## config.mk

```make
export PLATFORM = sky130hd
export DESIGN_NAME = unidade_de_controle
export DESIGN_NICKNAME = d
export VERILOG_FILES = /design/src/rtl/processador_pkg.sv /design/src/rtl/decodificador_registrador.sv /design/src/rtl/unidade_de_controle.sv
export SDC_FILE = /design/constraint.sdc
export NUM_CORES = 1
export LEC_CHECK = 0
export BUFFER_PORTS_ARGS = -buffer_cell sky130_fd_sc_hd__buf_2
export CAP_MARGIN = 20
export CORE_ASPECT_RATIO = 0.9
export CORE_MARGIN = 4
export CORE_UTILIZATION = 46
export CTS_CLUSTER_SIZE = 8
export DETAILED_ROUTE_END_ITERATION = 8
export PLACE_DENSITY = 0.78
export SLEW_MARGIN = 20
export SYNTH_ARGS = -nofsm -noshare
export SYNTH_HDL_FRONTEND = slang
export SYNTH_SLANG_ARGS = --single-unit
```

## constraint.sdc

```tcl
create_clock -name clock -period 1.45 [get_ports clock]
set_clock_uncertainty 0.05 [all_clocks]
set_input_delay 0.145 -clock clock [delete_from_list [all_inputs] [get_ports clock]]
set_output_delay 0.145 -clock clock [all_outputs]
set_load 0.005 [all_outputs]
```

## src/rtl/processador_pkg.sv

```systemverilog
// Shared encodings for the processor control path: opcodes, FSM states, bus sources, ALU ops.
// Macro UC_OP_AND_EN makes opcode 100 a legal AND; otherwise it decodes as illegal.
package processador_pkg;

   typedef enum logic [2:0] {
      OP_MV  = 3'b000,
      OP_MVI = 3'b001,
      OP_ADD = 3'b010,
      OP_SUB = 3'b011,
      OP_AND = 3'b100
   } opcode_t;

   typedef enum logic [1:0] {
      ST_IDLE = 2'd0,
      ST_T1   = 2'd1,
      ST_T2   = 2'd2,
      ST_T3   = 2'd3
   } estado_t;

   typedef enum logic [1:0] {
      SEL_REG  = 2'd0,
      SEL_DIN  = 2'd1,
      SEL_G    = 2'd2,
      SEL_ZERO = 2'd3
   } bus_sel_t;

   typedef enum logic [1:0] {
      ALU_ADD = 2'd0,
      ALU_SUB = 2'd1,
      ALU_AND = 2'd2
   } alu_op_t;

   function automatic logic opcode_legal(input logic [2:0] op);
`ifdef UC_OP_AND_EN
      return op <= OP_AND;
`else
      return op <= OP_SUB;
`endif
   endfunction

   function automatic alu_op_t alu_of(input logic [2:0] op);
      alu_op_t r;
      case (op)
         OP_SUB:  r = ALU_SUB;
`ifdef UC_OP_AND_EN
         OP_AND:  r = ALU_AND;
`endif
         default: r = ALU_ADD;
      endcase
      return r;
   endfunction

endpackage

```

## src/rtl/decodificador_registrador.sv

```systemverilog
// Register index to one-hot write enable; valido flags indices that name a real register.
module decodificador_registrador
   import processador_pkg::*;
#(
   parameter int NUM_REGS = 7
) (
   input  logic [2:0]          idx,
   input  logic                en,
   output logic [NUM_REGS-1:0] onehot,
   output logic                valido
);

   assign valido = 32'(idx) < NUM_REGS;
   assign onehot = (en && valido) ? (NUM_REGS'(1) << idx) : '0;

endmodule

```

## src/rtl/unidade_de_controle.sv

```systemverilog
// Multi-cycle control FSM driving the register bank, A/G latches, ALU and bus mux.
// Optional feature macro: UC_OP_AND_EN (opcode 100 executes as AND).
//
// state   | meaning
// IDLE    | waiting for run; latches IR from din when run is high
// T1      | mv/mvi write, illegal reject, or load A with R[X]
// T2      | put R[Y] on bus, load G with ALU result
// T3      | write G back into R[X]
module unidade_de_controle
   import processador_pkg::*;
#(
   parameter int DATA_W   = 16,
   parameter int NUM_REGS = 7
) (
   input  logic                clock,
   input  logic                reset,
   input  logic                run,
   input  logic [DATA_W-1:0]   din,
   output logic                ir_in,
   output logic [NUM_REGS-1:0] registers_in,
   output logic [2:0]          register_out,
   output logic [1:0]          bus_sel,
   output logic                a_in,
   output logic                g_in,
   output logic [1:0]          alu_op,
   output logic                done,
   output logic                erro
);

   estado_t    state_q, state_d;
   logic [8:0] ir_q, ir_d;
   logic [2:0] opcode, x, y;
   logic       x_valido, legal, wr_en;
   logic       ir_in_c, a_c, g_c, done_c, erro_c;
   logic [2:0] rout_c;
   bus_sel_t   bsel_c;
   alu_op_t    alu_c;
   logic       unused_din_bits;

   // Only opcode/X/Y are kept; the low instruction bits carry no meaning.
   assign unused_din_bits = ^din[DATA_W-10:0];

   assign opcode = ir_q[8:6];
   assign x      = ir_q[5:3];
   assign y      = ir_q[2:0];
   assign legal  = opcode_legal(opcode) && x_valido && (opcode == OP_MVI || y != 3'd7);

   always_comb begin
      state_d = state_q;
      ir_d    = ir_q;
      wr_en   = 1'b0;
      ir_in_c = 1'b0;
      rout_c  = '0;
      bsel_c  = SEL_REG;
      a_c     = 1'b0;
      g_c     = 1'b0;
      alu_c   = ALU_ADD;
      done_c  = 1'b0;
      erro_c  = 1'b0;
      case (state_q)
         ST_IDLE: begin
            ir_in_c = run;
            if (run) begin
               ir_d    = din[DATA_W-1 -: 9];
               state_d = ST_T1;
            end
         end
         ST_T1: begin
            if (!legal) begin
               done_c  = 1'b1;
               erro_c  = 1'b1;
               state_d = ST_IDLE;
            end else begin
               case (opcode)
                  OP_MV: begin
                     rout_c  = y;
                     wr_en   = 1'b1;
                     done_c  = 1'b1;
                     state_d = ST_IDLE;
                  end
                  OP_MVI: begin
                     bsel_c  = SEL_DIN;
                     wr_en   = 1'b1;
                     done_c  = 1'b1;
                     state_d = ST_IDLE;
                  end
                  default: begin
                     rout_c  = x;
                     a_c     = 1'b1;
                     state_d = ST_T2;
                  end
               endcase
            end
         end
         ST_T2: begin
            rout_c  = y;
            g_c     = 1'b1;
            alu_c   = alu_of(opcode);
            state_d = ST_T3;
         end
         ST_T3: begin
            bsel_c  = SEL_G;
            wr_en   = 1'b1;
            done_c  = 1'b1;
            state_d = ST_IDLE;
         end
         default: state_d = ST_IDLE;
      endcase
   end

   always_ff @(posedge clock) begin
      if (reset) begin
         state_q <= ST_IDLE;
         ir_q    <= '0;
      end else begin
         state_q <= state_d;
         ir_q    <= ir_d;
      end
   end

   decodificador_registrador #(.NUM_REGS(NUM_REGS)) u_dec_x (
      .idx    (x),
      .en     (wr_en & ~reset),
      .onehot (registers_in),
      .valido (x_valido)
   );

   // Reset gates every strobe in the same cycle so an aborted instruction writes nothing.
   assign ir_in        = ir_in_c & ~reset;
   assign register_out = reset ? 3'd0 : rout_c;
   assign bus_sel      = reset ? 2'd0 : bsel_c;
   assign a_in         = a_c & ~reset;
   assign g_in         = g_c & ~reset;
   assign alu_op       = reset ? 2'd0 : alu_c;
   assign done         = done_c & ~reset;
   assign erro         = erro_c & ~reset;

endmodule

```

Word level (Yosys, flattened, before mapping)
Index checks and enable logic that the tools add are counted.
Cells by class
  order comparisons: 2
  eq/ne operators: 7
  shifts and indexed selects: 1
  muxes and demuxes: 28
  bitwise logic cells: 7
  reductions and logical operators: 8
Operators by type and width (number)
  $mux W1: 14
  $pmux W3 S2: 2
  $mux W2: 5
  $pmux W2 S4: 1
  $mux W7: 1
  $shl A1 B3 Y7 const A: 1
  $and A1 B1 Y1: 6
  $mux W3: 2
  $eq A2 B2 Y1 const B: 2
  $pmux W1 S2: 2
  $pmux W2 S2: 1
  $eq A3 B1 Y1 const B: 1
  $eq A3 B2 Y1 const B: 1
  $le A3 B2 Y1 const B: 1
  $logic_and A1 B1 Y1: 3
  $logic_not A3 Y1: 1
  $lt A3 B3 Y1 const B: 1
  $ne A3 B3 Y1 const B: 1
  $eq A2 B1 Y1 const B: 1
  $logic_not A2 Y1: 1
  $ne A2 B2 Y1 const B: 1
  $reduce_and A2 Y1: 1
  $reduce_or A2 Y1: 1
  $logic_or A1 B1 Y1: 1
  $not A1 Y1: 1
Storage, ports and cells
  bits in registers: 11
  input port bits: 19
  word-level logic and storage cells: 55

Depth between registers and ports, before layout
Gate-level depths: netlist (run 1).
  depth in word-level cells: 8
  depth in mapped cells: 6
  mapped depth without buffers: 5

Modules after synthesis
Synthesis (run 1) repeated with hierarchy kept, for this count alone.
Unflattened totals
  cells, all modules: 105
  area, all modules: 843.3 sq um
By module, submodules not included
  unidade_de_controle: times used 1, cells each 97, area an instance 752.0 sq um
  decodificador_registrador: times used 1, cells each 8, area an instance 91.3 sq um

Worst setup path after synthesis (run 1)
No wires, ideal clock.
  kind: register -> output
  start: register with a tool-made name
  end: output port registers_in[5]
  data arrival time: 1.197 ns
  required time: 1.255 ns
  path slack: 0.058 ns
  stages on the path, launching flop included: 5
  cells stage by stage: dfxtp_1 inv_1 ha_1 o211ai_4 a2111oi_2
RTL lines
  end, declared: line unidade_de_controle.sv:20  | output logic [NUM_REGS-1:0] registers_in,

==> results of run 1 <==
metrics by stage:
| step | instances | power, uW | worst slack, ns |
|---|---|---|---|
| 2_1_floorplan | 115 | 512 | 0.0578 |
| 3_3_place_gp | 175 | 590 | -0.0681 |
| 6_report | 188 | 883 | -0.427 |
| 5_1_grt | 188 | 937 | -0.470 |
| 3_5_place_dp | 175 | 600 | -0.102 |
| 4_1_cts | 187 | 867 | -0.307 |
layer usage:
| layer | up-vias | GRT usage |
|---|---|---|
| met5 | - | 0 |
| met4 | 0 | 0.106 |
| met3 | 10 | 0.0428 |
| met2 | 54 | 0.339 |
| met1 | 455 | 0.239 |
| li1 | 497 | - |
flip-flops by register name, summed over array words and instances, names as in the netlist, named ones only:
signal,count
ir_q,9
state_q,1
kinds of logic (layout without fill, tap and decap cells):
group | after synthesis | count (layout) | share of synthesized area
and+or+nand+nor | 55 | 55 | 0.340
buffers and inverters | 13 | 62 | 0.100
DFF | 11 | 11 | 0.252
adders and majority gates | 5 | 5 | 0.0716
AOI/OAI and AO/OA | 30 | 30 | 0.232
other | 1 | 1 | 0.00429
cells in the mapped netlist:
cell type                   number
sky130_fd_sc_hd__a2111oi_2       1
sky130_fd_sc_hd__or4_4           1
sky130_fd_sc_hd__nor2b_1         1
sky130_fd_sc_hd__nand4_1         2
sky130_fd_sc_hd__nand3_1         4
sky130_fd_sc_hd__and3b_1         2
sky130_fd_sc_hd__nor2_8          1
sky130_fd_sc_hd__nor2_1          8
sky130_fd_sc_hd__nor3b_2         1
sky130_fd_sc_hd__dfxtp_1        11
sky130_fd_sc_hd__nor4b_1         3
sky130_fd_sc_hd__buf_6           4
sky130_fd_sc_hd__a31oi_1         2
sky130_fd_sc_hd__o32ai_1         1
sky130_fd_sc_hd__clkbuf_1        1
sky130_fd_sc_hd__inv_1           4
sky130_fd_sc_hd__o211ai_1        1
sky130_fd_sc_hd__a211oi_1        3
sky130_fd_sc_hd__conb_1          1
sky130_fd_sc_hd__and2_1          2
sky130_fd_sc_hd__nand2b_1        1
sky130_fd_sc_hd__a21oi_1        15
sky130_fd_sc_hd__ha_1            5
sky130_fd_sc_hd__a21oi_2         1
sky130_fd_sc_hd__o211ai_4        1
sky130_fd_sc_hd__nand3b_1        1
sky130_fd_sc_hd__buf_4           2
sky130_fd_sc_hd__buf_1           1
sky130_fd_sc_hd__and4b_1         1
sky130_fd_sc_hd__or2_2           1
sky130_fd_sc_hd__buf_2           1
sky130_fd_sc_hd__o21ai_1         3
sky130_fd_sc_hd__o21a_1          1
sky130_fd_sc_hd__nand2_1        26
sky130_fd_sc_hd__a31o_1          1
path summary, 6_finish.rpt:
check / start / end / slack, ns / cells past startpoint
worst max-delay path: register / register_out[0] / -0.43 / 6
worst min-delay path: din[15] / ir_q[8] / 0.06 / 3
worst max register to register: register / register / 0.15 / 5
worst min register to register: ir_q[5] / ir_q[5] / 0.47 / 2
critical path, cell delays in order (launching register included):
cell and delay (ns):
sky130_fd_sc_hd__dfxtp_2 0.37, sky130_fd_sc_hd__inv_4 0.06, sky130_fd_sc_hd__ha_4 0.26, sky130_fd_sc_hd__and3b_1 0.18, sky130_fd_sc_hd__o211ai_1 0.17, sky130_fd_sc_hd__o21ai_1 0.22
sky130_fd_sc_hd__buf_2 0.16
report_power, final:
part           total [uW]  internal (uW)  switching (uW)
registers             362            324            37.3
clock network         201            106            94.9
logic                 321            170             150
total                 883            601             283
final cells by class:
class / instances / area share
multi-input combinational: 91 / 0.485
timing repair buffer: 54 / 0.279
sequential: 11 / 0.177
tap: 24 / 0.0225
clock buffer: 4 / 0.0197
inverter: 4 / 0.0169
what timing repair did:
item                                    CTS  global route
setup buffers                             8             3
gates resized for setup                  34             4
endpoints found under the setup margin   18            18
pin swaps                                13             7
==> results.md, run 1 <==
- The run finished, with violations left.
- The checks that failed: setup timing.
- The final core area utilization is 0.771.
- The number of slew-limit violations in the final report is 0.
- In the layout the commonest cells are 29 x sky130_fd_sc_hd__buf_2, 24 x sky130_fd_sc_hd__nand2_1, 19 x sky130_fd_sc_hd__buf_4.
- The first TritonRoute pass finished after 4 iterations.
- The routed design uses 1.25 mm of met2 wire.
- The via count of the first global-routing pass came to 972.
- The final weighted congestion in routability-driven placement is 0.878.
- For this design the ratio of total power to cell area is 661 nW/um^2.
- For this run, the register share of the synthesized area comes to 0.252.
- The highest metal layer carrying signal wires in the routed design is met4.
- After synthesis, the netlist uses 35 different library cells.
- The routed design has 2.65 mm of wire.
- The number of storage elements in the synthesis netlist is 11.
- The tree built by TritonCTS fans out to 11 sinks.
- The biggest fanout along the worst timing path is 4.
- The post-place instance area is 1110 um^2.
- A synthesized cell averages 7.59 um^2.
- In the final layout, the multi-input gates occupy 648 um^2.
- The H-tree level count is 1.
- Clock-pin slew was measured on the worst setup and hold paths at 0.07 ns.
- The wire length of the first global-routing pass is 4.11 mm.
- The DRC violation count after routing is 0.
- For this design the top-level I/O count stands at 38.
- Measured along the x axis, the die boundary spans 53.9 um.
- The library cell used most frequently in the layout, excluding fill and tap cells, is sky130_fd_sc_hd__buf_2.
- The maximum vdd ir drop is 0.000684 V.
- Synthesis handed over a netlist of 115 instances.
- Setup slack on the critical path of the routed design comes to -0.427 ns.
- The count of endpoints failing hold in the final timing report was 0.
- Data arrives at the worst endpoint at 1.68 ns.
- The sequential cell area is 236 um^2.
- By startpoint and endpoint, the worst setup path is classified as reg -> out.
- The share of the synthesized area in the top cell type is 0.252.
- Yosys attributes the largest share of cell area to sky130_fd_sc_hd__dfxtp_1 25%, sky130_fd_sc_hd__nand2_1 11%, sky130_fd_sc_hd__a21oi_1 8.6%, sky130_fd_sc_hd__ha_1 7.2%, sky130_fd_sc_hd__buf_6 5.2%.
- The layout has 135 filler cells.
- The worst setup path is launched from a register.
- The final setup TNS is -3.28 ns.
- The net count of the mapped netlist is 139.
- The routed length per instance is 14.1 um.
- The maximum number of pins on one net before global-route repair is 16.
- The standard cell core area is 1730 um^2.
- At the end of the flow, the number of nets in the layout was 189.
- The routed design uses 213 um of met3 wire.
- At the worst endpoint, the required time is 1.25 ns.
- For this run, the total global-route usage over all layers was measured as 0.205.
- The total number of placement rows is 14.
- The analysis attributes to cell leakage a power of 0.000588 uW.
- Yosys printed 0 warnings.
- The hold slack is 0.0591 ns.
- Dividing the final minimum period by the clock period gives 1.29.
- Hold repair after CTS inserted 0 buffers.
- Summed over all layers, the global routing overflow is 0.
- From bottom edge to top edge, the die measures 49.3 um.
- The full die area is 2660 um^2.
- The final-report setup violation count is 17.
- Counting along the longest clock path gives a buffer depth of 2.
- After the first detailed-routing iteration, the DRC count stood at 18.
- The starting density of the core is 0.504.
- Max-cap violations in this run came to 0.
- The post-route minimum period is 1.88 ns.
- TritonCTS built the clock tree.
- Setup repair after global routing could not meet its margin everywhere.
- The achievable clock frequency is 533 MHz.
- The HPWL after detailed placement is 1.72 mm.
- Buffers inserted during clock tree synthesis total 3.
- The number of buffers added on ports is 29.
- For the worst-skew pair, the clock arrives at the later sink with an insertion delay of 0.26 ns.
- The cell area after layout is 1340 um^2.
- The detail route stage leaves a number of antenna-violating nets equal to 0.
- The initial antenna violation count was 0.
- The vias after detailed routing is 1016.
- The cell at the root of the clock tree is sky130_fd_sc_hd__clkbuf_4.
- The type of element capturing the critical path is a primary output.
- The share of layout cells above drive strength 1 is 0.530.
- 0 antenna diodes ended up in the layout.
- After detailed routing, the wire length on met1 is 1.10 mm.
- The type of the worst min-delay path is in -> reg.
- Summing every instance area after synthesis gives 873 um^2.
- Summed over all instances, the cell type with the most area after synthesis is sky130_fd_sc_hd__dfxtp_1.
- Compared with the post-synthesis result, the final layout area differs by 53.0%.
- In the routed layout, each cell is associated on average with a via count of 5.40.
No activity file was read; power rests on OpenSTA's default activity.
==> run 2, diff against run 1 <==
- CORE_UTILIZATION: 46 -> 45
- PLACE_DENSITY: 0.78 -> 0.76
==> run 2 against run 1 <==
  * The run still ends with setup timing left
  * Routed wire length shrank 3.0%
  * Sequential share of layout area is 0.58 points lower
  * Cell count is 1.1% higher
  * Combinational power is 2% lower
  * Global-route usage shrank 0.68 points
  * Largest cell class unchanged
  * Flip-flop and latch count is the same
  * Sequential power grew 1%
  * First-iteration DRC count up 110%
  * Critical path type unchanged
  * Maximum frequency up 6.8%
  * Clock power increased by 2%
==> results.md, run 2 (synthesized netlist as in run 1, its figures left out) <==
- The flow ran to the end, but the final reports show violations.
- The final reports fail on setup timing.
- The placed instances occupy a cell area of 1140 um^2.
- The number of instances on the worst hold path is 3.
- The power consumption is 884 uW.
- At the later pin of the worst-skew pair, clock insertion delay measures 0.26 ns.
- The floorplan step set the die width to 54.4 um.
- Of all nets on the critical path, the largest fanout is 5.
- The iteration-0 DRC count of the detailed router is 37.
- STA classifies the critical path endpoint as a primary output.
- Walking the worst path, the cells encountered are inv_4 -> ha_4 -> and3b_1 -> o211ai_1 -> o21ai_1 -> buf_2.
- The worst hold path terminates at ir_q[0].
- Setup violations remaining at the end of the flow were counted as 17.
- The max-cap violation count is 0.
- The library cell used most frequently in the layout, excluding fill and tap cells, is sky130_fd_sc_hd__buf_2.
- The maximum number of pins on one net before global-route repair is 16.
- The HPWL after detailed placement is 1.79 mm.
- The fill cell instance count of the final layout is 134.
- The tightest min-delay check is of the in -> reg type.
- Dividing the final minimum period by the clock period gives 1.21.
- The maximum vdd ir drop is 0.000623 V.
- After global routing the overflow that remains totals 0.
- Across all setup checks in the final design, the least slack found is -0.307 ns.
- The final net count is 191.
- After clock tree synthesis, the clock-pin slew on the worst setup and hold paths is 0.07 ns.
- The final weighted congestion in routability-driven placement is 0.861.
- The logic gate share of total power is 0.354.
- In this run the core area contains 14 standard-cell rows.
- The TritonCTS clock tree is built.
- Of the total power, the share spent switching nets is 0.326.
- Clock tree synthesis selected as its root buffer the cell sky130_fd_sc_hd__clkbuf_4.
- The capture point of the worst reg-to-reg path is state_q[0].
- The number of clock sinks is 11.
- The number of buffers on the longest clock path is 2.
- The internal portion of the total power is 596 uW.
- The path type of the worst setup path is reg -> out.
- The cell leakage power is 0.000595 uW.
- The number of buffers added on ports is 29.
- The detailed-router iteration count before antenna repair is 4.
- The DRC violation count after routing is 0.
- Compared with the post-synthesis result, the final layout area differs by 58.2%.
- The vias after detailed routing is 1021.
- The number of clock buffers added by TritonCTS is 3.
- The worst hold path begins at din[7].
- 38 I/O pins were placed.
- Ranked by flip-flop count, first place goes to ir_q.
- The proportion of power drawn by the clock network is 0.232.
- The largest single stage delay on the critical path is 0.39 ns.
- Dividing total power by cell area gives a power density of 640 nW/um^2.
- The number of slew-limit violations in the final report is 0.
- The setup check on the worst reg-to-reg path leaves a slack of 0.14 ns.
- The post-route minimum period is 1.76 ns.
- For this configuration, the core starts out at a cell density of 0.499.
- The flip-flop count of the largest register after layout is 9.
- In the layout the commonest cells are 29 x sky130_fd_sc_hd__buf_2, 24 x sky130_fd_sc_hd__nand2_1, 21 x sky130_fd_sc_hd__buf_4.
- The number of diodes is 0.
- The initial antenna violation count was 0.
- The total global routing track utilization is 0.198.
- In this run the number of H-tree levels came out at 1.
- Setup repair after global routing could not meet its margin everywhere.
- Setup total negative slack on the finished layout was measured at -2.86 ns.
- The data required time at the worst endpoint is 1.25 ns.
- Summed over all layers, the routed wires come to 2.57 mm.
- In this run the vertical extent of the chip is 49.8 um.
- The post-route antenna net violation count is 0.
- The core region is 1750 um^2.
- The switching component of the power is 288 uW.
- The count of endpoints failing hold in the final timing report is 0.
- The die covers 2710 um^2.
- The element type at the critical path start is a register.
- The share of total power dissipated in sequential elements is 0.414.
- STA puts the critical path data arrival time at 1.56 ns.
- The depth of the worst register-to-register path is 7.
- The routed length per instance is 13.5 um.
- The achievable clock frequency is 569 MHz.
- The largest registers in the layout are ir_q x9, state_q x1.
- The vias per cell is 5.37.
- The cell area after layout is 1380 um^2.
- The final core area utilization is 0.789.
- Among all stages on the critical path, the largest delay is contributed by sky130_fd_sc_hd__dfxtp_4.
- On the final layout, the worst hold slack is 0.0557 ns.
- The via count of the first global-routing pass is 980.
- The share of layout cells above drive strength 1 is 0.572.
- The first global-routing pass estimated 4.13 mm of wire.
run 2: changes by cell type in the layout (fill, tap and decap cells not counted), moves of 2 or more:
cell	before	now
sky130_fd_sc_hd__dfxtp_4	3	1
sky130_fd_sc_hd__dfxtp_2	4	10
sky130_fd_sc_hd__buf_4	19	21
sky130_fd_sc_hd__dfxtp_1	4	0
run 2: cell type report:
type	instances	area, um^2	share of cell area
well taps	24	30.0	0.0217
flip-flops and latches	11	236	0.171
repair buffers	56	379	0.274
clock buffers	4	26.3	0.0190
inverters	4	25.0	0.0181
multi-input cells	91	684	0.495
run 2: worst max path at each step:
stage | startpoint | to | cells after the start
final | state_q[0] | register_out[1] | 6
after floorplan | register | registers_in[5] | 4
after CTS | state_q[0] | register_out[2] | 6
after global placement | state_q[0] | register_out[0] | 6
after detailed placement | register | registers_in[5] | 5
after global routing | state_q[0] | register_out[2] | 6
run 2: per-stage QoR:
step / instances / setup slack (ns)
after floorplan: 115 / 0.0578
after global placement: 179 / -0.0730
after detailed placement: 179 / -0.137
after CTS: 189 / -0.294
after global routing: 190 / -0.385
final: 190 / -0.307
run 2: routing by layer:
metal / global-route usage / vias to the layer above / part of all wire
li1: - / 503 / -
met1: 0.231 / 483 / 0.43
met2: 0.355 / 31 / 0.49
met3: 0.0271 / 4 / 0.061
met4: 0.0664 / 0 / 0.0097
met5: 0 / - / 0
run 2: power groups by stage:
stage / Clock [uW] / Combinational (uW) / Sequential [uW]
after floorplan: 0 / 168 / 345
after global placement: 0 / 241 / 356
after detailed placement: 0 / 248 / 357
after CTS: 214 / 302 / 364
after global routing: 228 / 341 / 369
final: 205 / 313 / 366
run 2: repair_timing:
action | in CTS | in global routing
resized for setup | 42 | 3
pin swaps | 13 | 5
setup buffers | 6 | 1
hold buffers | 0 | 0
endpoints found under the setup margin | 18 | 18
run 2: worst max-delay path, delay by kind of cell (launching register included):
family	cells	cell delay [ns]
adders and majority gates	1	0.26
AOI/OAI and AO/OA	2	0.32
buffers and inverters	2	0.18
DFF	1	0.39
and+or+nand+nor	1	0.14
==> run 3, diff against run 2 <==
- clock period: 1.45 -> 1.65 ns (I/O delays scaled with it)
==> run 3 against run 2 <==
  * The run still ends with setup timing left
  * Clock-buffer cell count stayed put
  * Die area stayed put
  * Global-route usage is 1.4 points lower
  * Hold slack better by 0.019 ns
  * Utilization is 9.5 points lower
  * Highest routed layer unchanged
==> results.md, run 3 (synthesized netlist as in run 1, its figures left out) <==
- The vias per cell is 5.30.
- Of the total power, the share spent switching nets is 0.333.
- The post-route antenna net violation count is 0.
- Timing would allow up to 556 MHz.
- The detailed-router iteration count before antenna repair is 4.
- The logic gate share of total power is 0.293.
- The standard cell core area is 1750 um^2.
- After floorplanning, the core was divided into 14 placement rows.
- The total routed wirelength is 2.46 mm.
- After detailed routing, the number of remaining DRC violations is 0.
- Excluding fillers, the count of instances in the completed layout stands at 176.
- The proportion of power drawn by the clock network is 0.253.
- The setup path with the least slack is of type reg -> out.
- The startpoint of the tightest hold check path is din[8].
- CTS saw 11 sinks.
- The number of instances on the worst hold path is 3.
- Subtracting the final worst setup slack from the clock period gives 1.80 ns.
- On the critical path, the stage with the largest delay is an instance of sky130_fd_sc_hd__dfxtp_2.
- Setup total negative slack on the finished layout was measured at -0.586 ns.
- The full die area is 2710 um^2.
- The checks that failed: setup timing.
- Across all register-to-register paths, the minimum setup slack is 0.42 ns.
- Once placement completed, the tool counted placed cells totaling 163.
- The type of element capturing the critical path is a primary output.
- The most common cell after layout, fill and taps aside is sky130_fd_sc_hd__buf_2.
- The HPWL after detailed placement is 1.57 mm.
- The number of slew-limit violations in the final report is 0.
- Of all nets on the critical path, the largest fanout is 7.
- After layout, the worst setup slack is -0.150 ns.
- The cell leakage power is 0.000513 uW.
- The share of layout cells above drive strength 1 is 0.480.
- The initial antenna violation count came to 0.
- The max-cap violation count is 0.
- The maximum number of pins on one net before global-route repair is 13.
- The data required time at the worst endpoint is 1.43 ns.
- The flip-flop count of the largest register after layout is 9.
- No sink is reached through more buffers than the 2 on the longest clock path.
- Dividing total power by cell area gives a power density of 596 nW/um^2.
- CTS built an H-tree with a depth of 1.
- The data arrival time of the critical path is 1.58 ns.
- The iteration-0 DRC count of the detailed router is 21.
- The run finished, with violations left.
- The largest stage delay on the critical path is 0.37 ns.
- The hold slack is 0.0742 ns.
- Dividing the detail-routed wire length by the instance count gives 14.0 um.
- The routed layout has 932 vias.
- Of the available clock period, the critical path in the final layout requires 1.09.
- The final-report setup violation count is 9.
- Clock-pin slew was measured on the worst setup and hold paths at 0.07 ns.
- Across the VDD grid, the largest voltage drop is 0.000428 V.
- The switching component of the power is 241 uW.
- The power consumption is 724 uW.
- The library cells used most frequently in the layout, excluding fill and tap cells, are 29 x sky130_fd_sc_hd__buf_2, 26 x sky130_fd_sc_hd__nand2_1, 12 x sky130_fd_sc_hd__a21oi_1.
- The largest registers in the layout are ir_q x9, state_q x1.
- The insertion delay to the later sink of the worst-skew pair is 0.26 ns.
- At the end of routability-driven placement, the weighted congestion stood at 0.806.
- Setup repair after global routing could not meet its margin everywhere.
- The total CTS buffers is 3.
- The area added between synthesis and finish is 39.1%.
- Counting stages on the worst path, the most repeated cell is sky130_fd_sc_hd__buf_4.
- The cell at the root of the clock tree is sky130_fd_sc_hd__clkbuf_4.
- The register ranked first by flip-flop count is ir_q.
- The type of the worst min-delay path is in -> reg.
- After global routing the overflow that remains totals 0.
- The repair_antennas step left the layout with diodes totalling 0.
- The critical path goes through buf_4 -> ha_2 -> clkinv_4 -> buf_4 -> a211oi_1 -> buf_2.
- The element type at the critical path start is a register.
- The first global-routing pass estimated 3.81 mm of wire.
- Counting the fill cells in the layout gives 145.
- The starting density of the core is 0.499.
- The cell-internal power is 483 uW.
- The endpoint with the worst hold slack is ir_q[1].
- The count of endpoints failing hold in the final timing report was 0.
- TritonCTS built the clock tree.
- The number of top-level design ports is 38.
- The vertical die dimension is 49.8 um.
- In this run the critical register-to-register path is captured at ir_q[2].
- The worst register-to-register path has a depth of 5.
- The via count of the first global-routing pass is 871.
- The post-place setup slack is 0.0206 ns.
- The total global routing track utilization is 0.184.
- The final net count is 177.
- The count of buffers added on input and output ports is 29.
- Of the total power, registers draw 0.453.
- In this run the horizontal extent of the chip is 54.4 um.
## run 3: cell count changes in the layout (fill, tap and decap cells not counted), sizes merged
| cell | delta |
|---|---|
| inv | -1 |
| clkinv | +1 |
| buf | -14 |
## run 3: critical path, delay by kind of cell (launching register included)
kind / cells / cell delay [ns]
compound gates: 1 / 0.23
fa+ha+maj: 1 / 0.19
buf+inv: 4 / 0.52
flops: 1 / 0.37
## run 3: worst max-delay path by stage
stage | slack (ns) | cells past startpoint | endpoint | startpoint
global placement | 0.05 | 6 | register_out[0] | state_q[0]
detailed placement | 0.02 | 5 | registers_in[5] | register
CTS | -0.1 | 6 | register_out[1] | register
finish | -0.15 | 6 | registers_in[4] | register
floorplan | 0.24 | 4 | registers_in[5] | register
global route | -0.20 | 6 | registers_in[4] | state_q[0]
## run 3: layer usage
metal	up-vias	global-route usage	wire length, um
met1	423	0.250	1090
met4	0	0.0705	30
li1	472	-	-
met3	6	0.0271	120
met5	-	0	0
met2	31	0.285	1230
## run 3: power groups by stage
stage	sequential, uW	clock, uW	combinational (uW)
after floorplan	303	0	147
after global placement	322	0	162
after detailed placement	324	0	165
after CTS	321	191	191
after global routing	333	211	233
final	328	183	213
## run 3: area by class of cell
class | count | area, um^2 | area share
Sequential cell | 11 | 234 | 0.193
Inverter | 4 | 25.0 | 0.0206
Timing Repair Buffer | 42 | 250 | 0.206
Multi-Input combinational cell | 91 | 649 | 0.534
Clock buffer | 4 | 26.3 | 0.0216
Tap cell | 24 | 30.0 | 0.0247
## run 3: repair_timing
item                                    in CTS  in global routing
pin swaps                                    6                  6
cloned                                       0                  0
hold buffers                                 0                  0
buffers inserted                             5                  4
endpoints found under the setup margin      15                 12
resized for setup                           18                 14
## run 3: stage by stage
stage           util  cell area [um^2]
6_report       0.694              1210
5_1_grt        0.694              1210
4_1_cts        0.642              1120
3_5_place_dp   0.574              1010
3_3_place_gp   0.574              1010
2_1_floorplan      -               873
